### config.mk
export PLATFORM = sky130hd
export DESIGN_NAME = hangman_ctrl_p
export DESIGN_NICKNAME = d
export VERILOG_FILES = /design/src/rtl/hangman_pkg.sv /design/src/rtl/hangman_word_reg.sv /design/src/rtl/hangman_ctrl_p.sv
export SDC_FILE = /design/constraint.sdc
export NUM_CORES = 1
export LEC_CHECK = 0
export CORE_ASPECT_RATIO = 0.9
export CORE_MARGIN = 3
export CORE_UTILIZATION = 47
export DETAILED_ROUTE_END_ITERATION = 12
export HOLD_SLACK_MARGIN = 0.03
export PLACE_DENSITY = 0.73
export SYNTH_ARGS = -nofsm -noshare
export SYNTH_HDL_FRONTEND = slang
export SYNTH_SLANG_ARGS = --single-unit
export TNS_END_PERCENT = 50
### constraint.sdc
create_clock -name clk -period 2 [get_ports clk]
set_input_delay 0.2 -clock clk [delete_from_list [all_inputs] [get_ports clk]]
set_output_delay 0.2 -clock clk [all_outputs]
set_load 0.02 [all_outputs]
### src/rtl/hangman_pkg.sv
// Shared definitions for the hangman controller: FSM state encoding,
// default parameter values and the reserved blank letter code.
package hangman_pkg;

  localparam int DEF_WORD_LEN   = 5;
  localparam int DEF_LETTER_W   = 5;
  localparam int DEF_MAX_MISSES = 7;
  localparam int BLANK_LETTER   = 0;

  typedef enum logic [2:0] {
    S_IDLE       = 3'd0,
    S_LOAD       = 3'd1,
    S_WAIT_GUESS = 3'd2,
    S_SCAN       = 3'd3,
    S_UPDATE     = 3'd4,
    S_WON        = 3'd5,
    S_LOST       = 3'd6
  } state_t;

endpackage

### src/rtl/hangman_word_reg.sv
// Secret-word storage with an indexed letter mux and the revealed-letter
// vector; letter i lives in the MSB-first slot and owns found bit WORD_LEN-1-i.
module hangman_word_reg #(
  parameter int WORD_LEN = 5,
  parameter int LETTER_W = 5,
  parameter int IDX_W    = 3
) (
  input  logic                         clk,
  input  logic                         reset,
  input  logic                         load,
  input  logic [WORD_LEN*LETTER_W-1:0] word_in,
  input  logic [IDX_W-1:0]             idx,
  input  logic                         mark,
  output logic [LETTER_W-1:0]          letter,
  output logic [WORD_LEN-1:0]          found
);

  localparam logic [IDX_W-1:0] LAST_IDX = IDX_W'(WORD_LEN - 1);

  logic [WORD_LEN*LETTER_W-1:0] word;
  logic [LETTER_W-1:0]          letters [WORD_LEN];
  logic [IDX_W-1:0]             ridx;

  always_comb begin
    for (int i = 0; i < WORD_LEN; i++) begin
      letters[i] = word[(WORD_LEN-1-i)*LETTER_W +: LETTER_W];
    end
  end

  assign letter = letters[idx];
  assign ridx   = LAST_IDX - idx;

  always_ff @(posedge clk or negedge reset) begin
    if (!reset) begin
      word  <= '0;
      found <= '0;
    end else if (load) begin
      word  <= word_in;
      found <= '0;
    end else if (mark) begin
      found[ridx] <= 1'b1;
    end
  end

endmodule

### src/rtl/hangman_ctrl_p.sv
// Hangman game controller: scans the stored word one letter per cycle for
// each accepted guess, then scores it (hit / miss) and decides won / lost.
module hangman_ctrl_p
  import hangman_pkg::*;
#(
  parameter int WORD_LEN   = DEF_WORD_LEN,
  parameter int LETTER_W   = DEF_LETTER_W,
  parameter int MAX_MISSES = DEF_MAX_MISSES
) (
  input  logic                         clk,
  input  logic                         reset,
  input  logic                         new_game,
  input  logic [WORD_LEN*LETTER_W-1:0] word_in,
  input  logic                         guess_valid,
  input  logic [LETTER_W-1:0]          guess_letter,
  output logic [WORD_LEN-1:0]          found,
  output logic [3:0]                   miss_count,
  output logic                         busy,
  output logic                         guess_ack,
  output logic                         game_won,
  output logic                         game_lost,
  output logic [2:0]                   state_dbg
);

  // Handshake: guess_valid is taken only in a cycle where busy is low and the
  // letter is non-blank; nothing is queued. Completion is the one-cycle
  // guess_ack pulse, after which busy is already low for the next guess.

  localparam int               IDX_W    = $clog2(WORD_LEN);
  localparam logic [IDX_W-1:0] LAST_IDX = IDX_W'(WORD_LEN - 1);

  state_t               state, state_nxt;
  logic [IDX_W-1:0]     scan_idx;
  logic                 hit;
  logic [LETTER_W-1:0]  guess_reg;
  logic [LETTER_W-1:0]  cur_letter;
  logic [3:0]           miss_next;
  logic                 accept, match, load_word, mark;

  assign accept    = guess_valid && (guess_letter != LETTER_W'(BLANK_LETTER));
  assign match     = (cur_letter == guess_reg);
  assign miss_next = (!hit && (miss_count < 4'(MAX_MISSES))) ? miss_count + 4'd1 : miss_count;

  hangman_word_reg #(
    .WORD_LEN (WORD_LEN),
    .LETTER_W (LETTER_W),
    .IDX_W    (IDX_W)
  ) u_word (
    .clk     (clk),
    .reset   (reset),
    .load    (load_word),
    .word_in (word_in),
    .idx     (scan_idx),
    .mark    (mark),
    .letter  (cur_letter),
    .found   (found)
  );

  always_ff @(posedge clk or negedge reset) begin
    if (!reset) state <= S_IDLE;
    else        state <= state_nxt;
  end

  always_comb begin
    state_nxt = state;
    if (new_game) begin
      state_nxt = S_LOAD;
    end else begin
      case (state)
        S_IDLE:       state_nxt = S_IDLE;
        S_LOAD:       state_nxt = S_WAIT_GUESS;
        S_WAIT_GUESS: if (accept) state_nxt = S_SCAN;
        S_SCAN:       if (scan_idx == LAST_IDX) state_nxt = S_UPDATE;
        S_UPDATE: begin
          if (&found)                              state_nxt = S_WON;
          else if (miss_next == 4'(MAX_MISSES))    state_nxt = S_LOST;
          else                                     state_nxt = S_WAIT_GUESS;
        end
        S_WON:        state_nxt = S_WON;
        S_LOST:       state_nxt = S_LOST;
        default:      state_nxt = S_IDLE;
      endcase
    end
  end

  always_comb begin
    busy      = (state != S_WAIT_GUESS);
    game_won  = (state == S_WON);
    game_lost = (state == S_LOST);
    state_dbg = state;
    load_word = (state == S_LOAD);
    mark      = (state == S_SCAN) && match && !new_game;
  end

  // A pending new_game aborts whatever the datapath was doing, so no ack leaks out.
  always_ff @(posedge clk or negedge reset) begin
    if (!reset) begin
      scan_idx   <= '0;
      hit        <= 1'b0;
      guess_reg  <= '0;
      miss_count <= '0;
      guess_ack  <= 1'b0;
    end else begin
      guess_ack <= 1'b0;
      if (!new_game) begin
        case (state)
          S_LOAD: begin
            scan_idx   <= '0;
            hit        <= 1'b0;
            miss_count <= '0;
          end
          S_WAIT_GUESS: begin
            if (accept) begin
              guess_reg <= guess_letter;
              scan_idx  <= '0;
            end
          end
          S_SCAN: begin
            if (match) hit <= 1'b1;
            scan_idx <= (scan_idx == LAST_IDX) ? '0 : scan_idx + IDX_W'(1);
          end
          S_UPDATE: begin
            guess_ack  <= 1'b1;
            miss_count <= miss_next;
            hit        <= 1'b0;
          end
          default: ;
        endcase
      end
    end
  end

endmodule

Word-level counts from Yosys, hierarchy flattened --
Cells that the tools add are included.
Storage, ports and cells: register bits after elaboration 47, word-level logic and storage cells 73
Cells by class: add/subtract/negate cells 3, order comparisons 4, equal/unequal tests 14, multiplexer cells 22, bitwise operators 3, reduce and logical (&&, ||, !) cells 19
Operators by type and width (number):
- 3-bit 2-to-1 mux | 7
- 5-bit 2-to-1 mux | 4
- 3-bit one-hot mux with 6 select lines | 1
- 5-bit binary-select mux with 3-bit select | 1
- 3-bit equality test (second input constant) | 4
- 3-bit one-hot mux with 3 select lines | 1
- 3-bit AND reduction | 3
- 4-bit one-hot mux with 2 select lines | 1
- 3-bit by 2-bit equality test with 1-bit output (second input constant) | 2
- 3-bit inequality test (second input constant) | 2
- 2-bit nonzero test | 3
- 5-bit equality test | 1
- 1-bit logical AND | 5
- 5-bit bitwise OR | 1
- 5-bit AND reduction | 1
- 5-bit nonzero test | 1
- 4-bit by 1-bit adder with 4-bit output (second input constant) | 1
- 4-bit by 3-bit equality test with 1-bit output (second input constant) | 1
- 4-bit >= comparator (second input constant) | 1
- 3-bit by 4-bit less-than comparator with 1-bit output (second input constant) | 1
- 4-bit by 3-bit less-than comparator with 1-bit output (second input constant) | 1
- 1-bit 2-to-1 mux | 4
- 4-bit 2-to-1 mux | 1
- 2-bit inequality test (second input constant) | 2
- 13 further kinds | 15

Depth between registers and ports, before layout --
depth after elaboration 9, gate-level depth with buffers 9, gate-level depth less buffers 7

Modules after synthesis --
From an unflattened synthesis, not the netlist that was laid out.
Second synthesis, totals: cells, all modules 201, area, all modules 2402.3 um^2
Modules (own cells, without submodules):
- hangman_word_reg | times used 1, cells each 104, area each 1382.6 um^2
- hangman_ctrl_p | times used 1, cells each 97, area each 1019.7 um^2

Worst setup path before layout --
No wires, ideal clock.
path kind register -> register, from register scan_idx[0], to register u_word.found[2], data arrival time 1840 ps, data required time 1896 ps, slack 56 ps, stages on the path, launching flop included 9, buffers on the path 2, period minus slack after synthesis 1944 ps, cells stage by stage dfrtp_1 buf_6 buf_6 inv_1 ha_1 ha_1 a211oi_2 nand3b_4 o41ai_2
Between the ends: longest elaborated chain between the ends 8, elaborated cells on any way between the ends 17, those cells by class add/sub (1); order compare (2); eq/ne (1); mux (7); bitwise (2); reduce/logical (4)
RTL lines:
- start: declaration | line hangman_ctrl_p.sv:33 | logic [IDX_W-1:0] scan_idx;
- start signal: assignment | line hangman_ctrl_p.sv:120 | scan_idx <= (scan_idx == LAST_IDX) ? '0 : scan_idx + IDX_W'(1);
- 3-bit subtractor or 3-bit inverter with 4-bit output (tied branches) | line hangman_word_reg.sv:31, hangman_word_reg.sv:30
- 3-bit by 4-bit less-than comparator with 1-bit output (implied by the code), or another cell as far along | line hangman_word_reg.sv:41 | found[ridx] <= 1'b1;
- 1-bit logical AND (implied by the code) or 5-bit 2-to-1 mux (tied branches) | line hangman_word_reg.sv:41, hangman_word_reg.sv:30
- 1-bit 2-to-1 mux (implied by the code) or 5-bit 2-to-1 mux (tied branches) | line hangman_word_reg.sv:41, hangman_word_reg.sv:30
- 1-bit demux with 3-bit select or 5-bit equality test (tied branches)
- 5-bit bitwise OR (no source line) or 1-bit logical AND (tied branches)
- 5-bit 2-to-1 mux or 1-bit logical AND (tied branches) | line hangman_word_reg.sv:40, hangman_ctrl_p.sv:92
- 5-bit 2-to-1 mux or 2-bit nonzero test (tied branches)
- end signal: assignment | line hangman_word_reg.sv:36 | found <= '0;
- end signal: assignment | line hangman_word_reg.sv:39 | found <= '0;
- end signal: indexed assignment | line hangman_word_reg.sv:41
- end: declaration | line hangman_word_reg.sv:15 | output logic [WORD_LEN-1:0] found
Several ways; a longest one is shown, not always the timed one. The select of a mux whose other input is x is not followed. A chain may end at the register's enable or synchronous reset.

Final worst setup path --
from register scan_idx[0], to register u_word.found[3]
Same word-level chain as after synthesis.

==> results_dict.tcl <==
set metrics [dict create \
    status "finished, violations left" \
    violations "setup timing" \
    worst_path_max_delay_cell "dfrtp_2" \
    firstDrtPassIters 4 \
    hpwl_um 4590 \
    switching_share_pct 34.6 \
    setup_tns_ns -0.0560 \
    fin_worst_skew_ns 0.00977 \
    stdcell_area_sq_mm 0.00343 \
    met2_length_um 2930 \
    cts_buffers 5 \
    synthTopCellsByArea "dfrtp_1 (46%), nand2_1 (13%), mux2i_1 (2.7%)" \
    io_pins 50 \
    clock_latency_ns 0.31 \
    die_w_um 83.9 \
    combPwrFrac_pct 34.2 \
    grt_use_total_pct 19.2 \
    cp-end-kind "register" \
    tightest_slew_ns 0.558 \
    drt-met1-wl_um 3000 \
    htreeDepth 2 \
    p_int_uw 2010 \
    p_leak_uw 0.00162 \
    core_area_sq_mm 0.00504 \
    p_per_area_mw_per_mm2 898 \
    rsz0062_at_grt "true" \
    detail-route-antenna-nets 0 \
    fmax_mhz 496 \
    grt_pass1_wl_um 9890 \
    synthArstFlopShare_pct 100 \
    n_fill_cell 413 \
    synth_seq_area_share_pct 45.9 \
    crit_fanout 7 \
    synth_top_family_by_area "simple AND/OR/NAND/NOR gates" \
    yosys_register_bits 47 \
    synthSimpleGateAreaFrac_pct 22.9 \
    cts.clk_slew.worst_paths_ns 0.10 \
    setup_ws_ns -0.0163 \
    tritoncts "yes" \
    fin_crit_ns 2.02 \
    path_cells "buf_6, buf_4, nor3b_1, xnor2_1, nand2_1, a31oi_4, nand3b_4, o41ai_2" \
    syn_area_sq_mm 0.00256 \
    multi_input_area_sq_mm 0.00136 \
    synth_top_area_share_pct 45.9 \
    synth_flop_cell "dfrtp_1" \
    wl_met3_um 300 \
    num_vias 2168 \
    gp_congestion 0.854 \
    drive_above_1_share_pct 18.5 \
    hp-class "primary input to asynchronous set/reset pin" \
    cap_violations 0 \
    cts_num_sinks 47 \
    avgViaCountPerCell 5.42 \
    worstPathRequired_ns 2.20 \
    io_buffers 49 \
    critical_path_class "register to register" \
    postCtsSetupBuffers 0 \
    syn_inst 268 \
    cts_buffer_depth 2 \
    arrival_ns 2.22 \
    grt_antenna_before_repair 0 \
    wl_um 6270 \
    synth_compound_area_share_pct 16.0 \
    grt_pass1_vias 2070 \
    top_layer_used "met4" \
    start_util_pct 50.8 \
    synth_fp_nets 306 \
    path_buf_inv 2 \
    slew_viol_final 0 \
    clockPowerShare_pct 23.4 \
    slew_headroom_pct 62.8 \
    largest_reg_flops 25 \
    die_h_um 76.1 \
    drc 0 \
    antennaDiodeCount 0 \
    switchingPower_uw 1060 \
    nNetsFinal 372 \
    wl_per_cell_um 15.7 \
    synthMuxAreaShare_pct 7.41 \
    fin_util_pct 68.0 \
    hold_violations 0 \
    dpl-instance-area_sq_mm 0.00323 \
    synth_top_cell_by_area "dfrtp_1" \
    drt_iter0_markers 99 \
    max_stage_delay_ns 0.46 \
    yosysWarnings 0 \
    setup_viol 4 \
    synth_xor_area_share_pct 2.39 \
    seqPwrFrac_pct 42.4 \
    pre_cts_ws_ns -0.0132 \
    dieArea_sq_mm 0.00638 \
    synth.avg_cell_area_sq_um 9.57 \
    power_uw 3080 \
    area_delta_synth_final_pct 33.7 \
    grt_overflow 0 \
    yosys.area_share.adder_pct 1.95 \
    cts-root-buf "clkbuf_8" \
    synth_edf_count 0 \
    synth_cell_type_count 55 \
    peakVddDrop_uv 521 \
    crit_family "simple AND/OR/NAND/NOR gates" \
    finalCritPeriodShare_pct 101 \
    regArea_sq_mm 0.00118 \
    core.rowCount 24 \
    start_kind "register" \
    grt_max_degree 26 \
]
[cells in the final DEF (no fill, tap or decap), types with 3 or more instances in the layout]
cell type        count
mux2_2               6
ha_1                 4
dfrtp_1             44
clkbuf_8             5
inv_1                6
nor3_1               3
nor2_1              13
xnor2_1              4
xor2_1               3
o41ai_2              3
o21a_1               3
and3_1               4
a21oi_1              6
nand2_1             88
clkdlybuf4s50_1     47
mux2i_1              5
a31oi_1              5
dfrtp_2              3
buf_4               17
nor2b_1              3
o21ai_0              7
[stage by stage]
stage	instances	hold WS, ns
final	400	0.406
after global routing	400	0.424
after CTS	400	0.402
after detailed placement	391	0.218
after global placement	391	0.207
after floorplan	268	-0.0956
[power groups by stage]
stage / clock network [uW] / logic, uW / registers (uW)
2_1_floorplan: 0 / 705 / 1250
3_3_place_gp: 0 / 969 / 1290
3_5_place_dp: 0 / 992 / 1300
4_1_cts: 735 / 1010 / 1290
5_1_grt: 772 / 1150 / 1330
6_report: 719 / 1050 / 1310
[final timing paths]
kind / from / to / slack [ns] / cells after the start
max: scan_idx[0] / u_word.found[3] / -0.02 / 8
min: reset / scan_idx[1] / 0.41 / 2
max reg2reg: scan_idx[0] / u_word.found[3] / -0.02 / 8
min reg2reg: u_word.letters[21] / u_word.letters[21] / 0.49 / 2
max in group asynchronous: reset / scan_idx[0] / 1.06 / 3
min in group clk: word_in[7] / u_word.letters[7] / 0.41 / 3
[cell type report]
type / instances / area share [%]
Inverter: 7 / 0.766
Sequential cell: 47 / 34.4
Timing Repair Buffer: 70 / 19.4
Tap cell: 65 / 2.37
Clock buffer: 5 / 2.01
Clock inverter: 3 / 1.39
Multi-Input combinational cell: 203 / 39.7
[routing by layer]
metal / track usage, % / vias to the layer above
met5: 0 / -
met4: 6.43 / 0
met3: 4.11 / 4
met2: 29.3 / 63
met1: 27.2 / 1046
li1: - / 1055
[repair_timing]
action                                  CTS  global route
hold endpoints to repair                 22             0
pin swaps                                 0             5
hold buffers                              1             0
endpoints found under the setup margin    7             6
gates resized for setup                   6            11
[Yosys cell counts, drive strengths merged (5+ instances only)]
library cell  instances
o21ai                 7
nor2                 13
inv                   7
mux2                  8
buf                   6
a31oi                 6
dfrtp                47
a21oi                 7
nand2                88
clkbuf                5
mux2i                 7
[kinds of logic after synthesis]
kind of cell	count (synthesis)
adder cells (fa/ha/maj)	4
flip-flops	47
multiplexers	16
buffers and inverters	18
XOR/XNOR	7
AO/OA/AOI/OAI	47
AND/OR/NAND/NOR	129
Note: power is estimated with default switching activity, not from simulation.
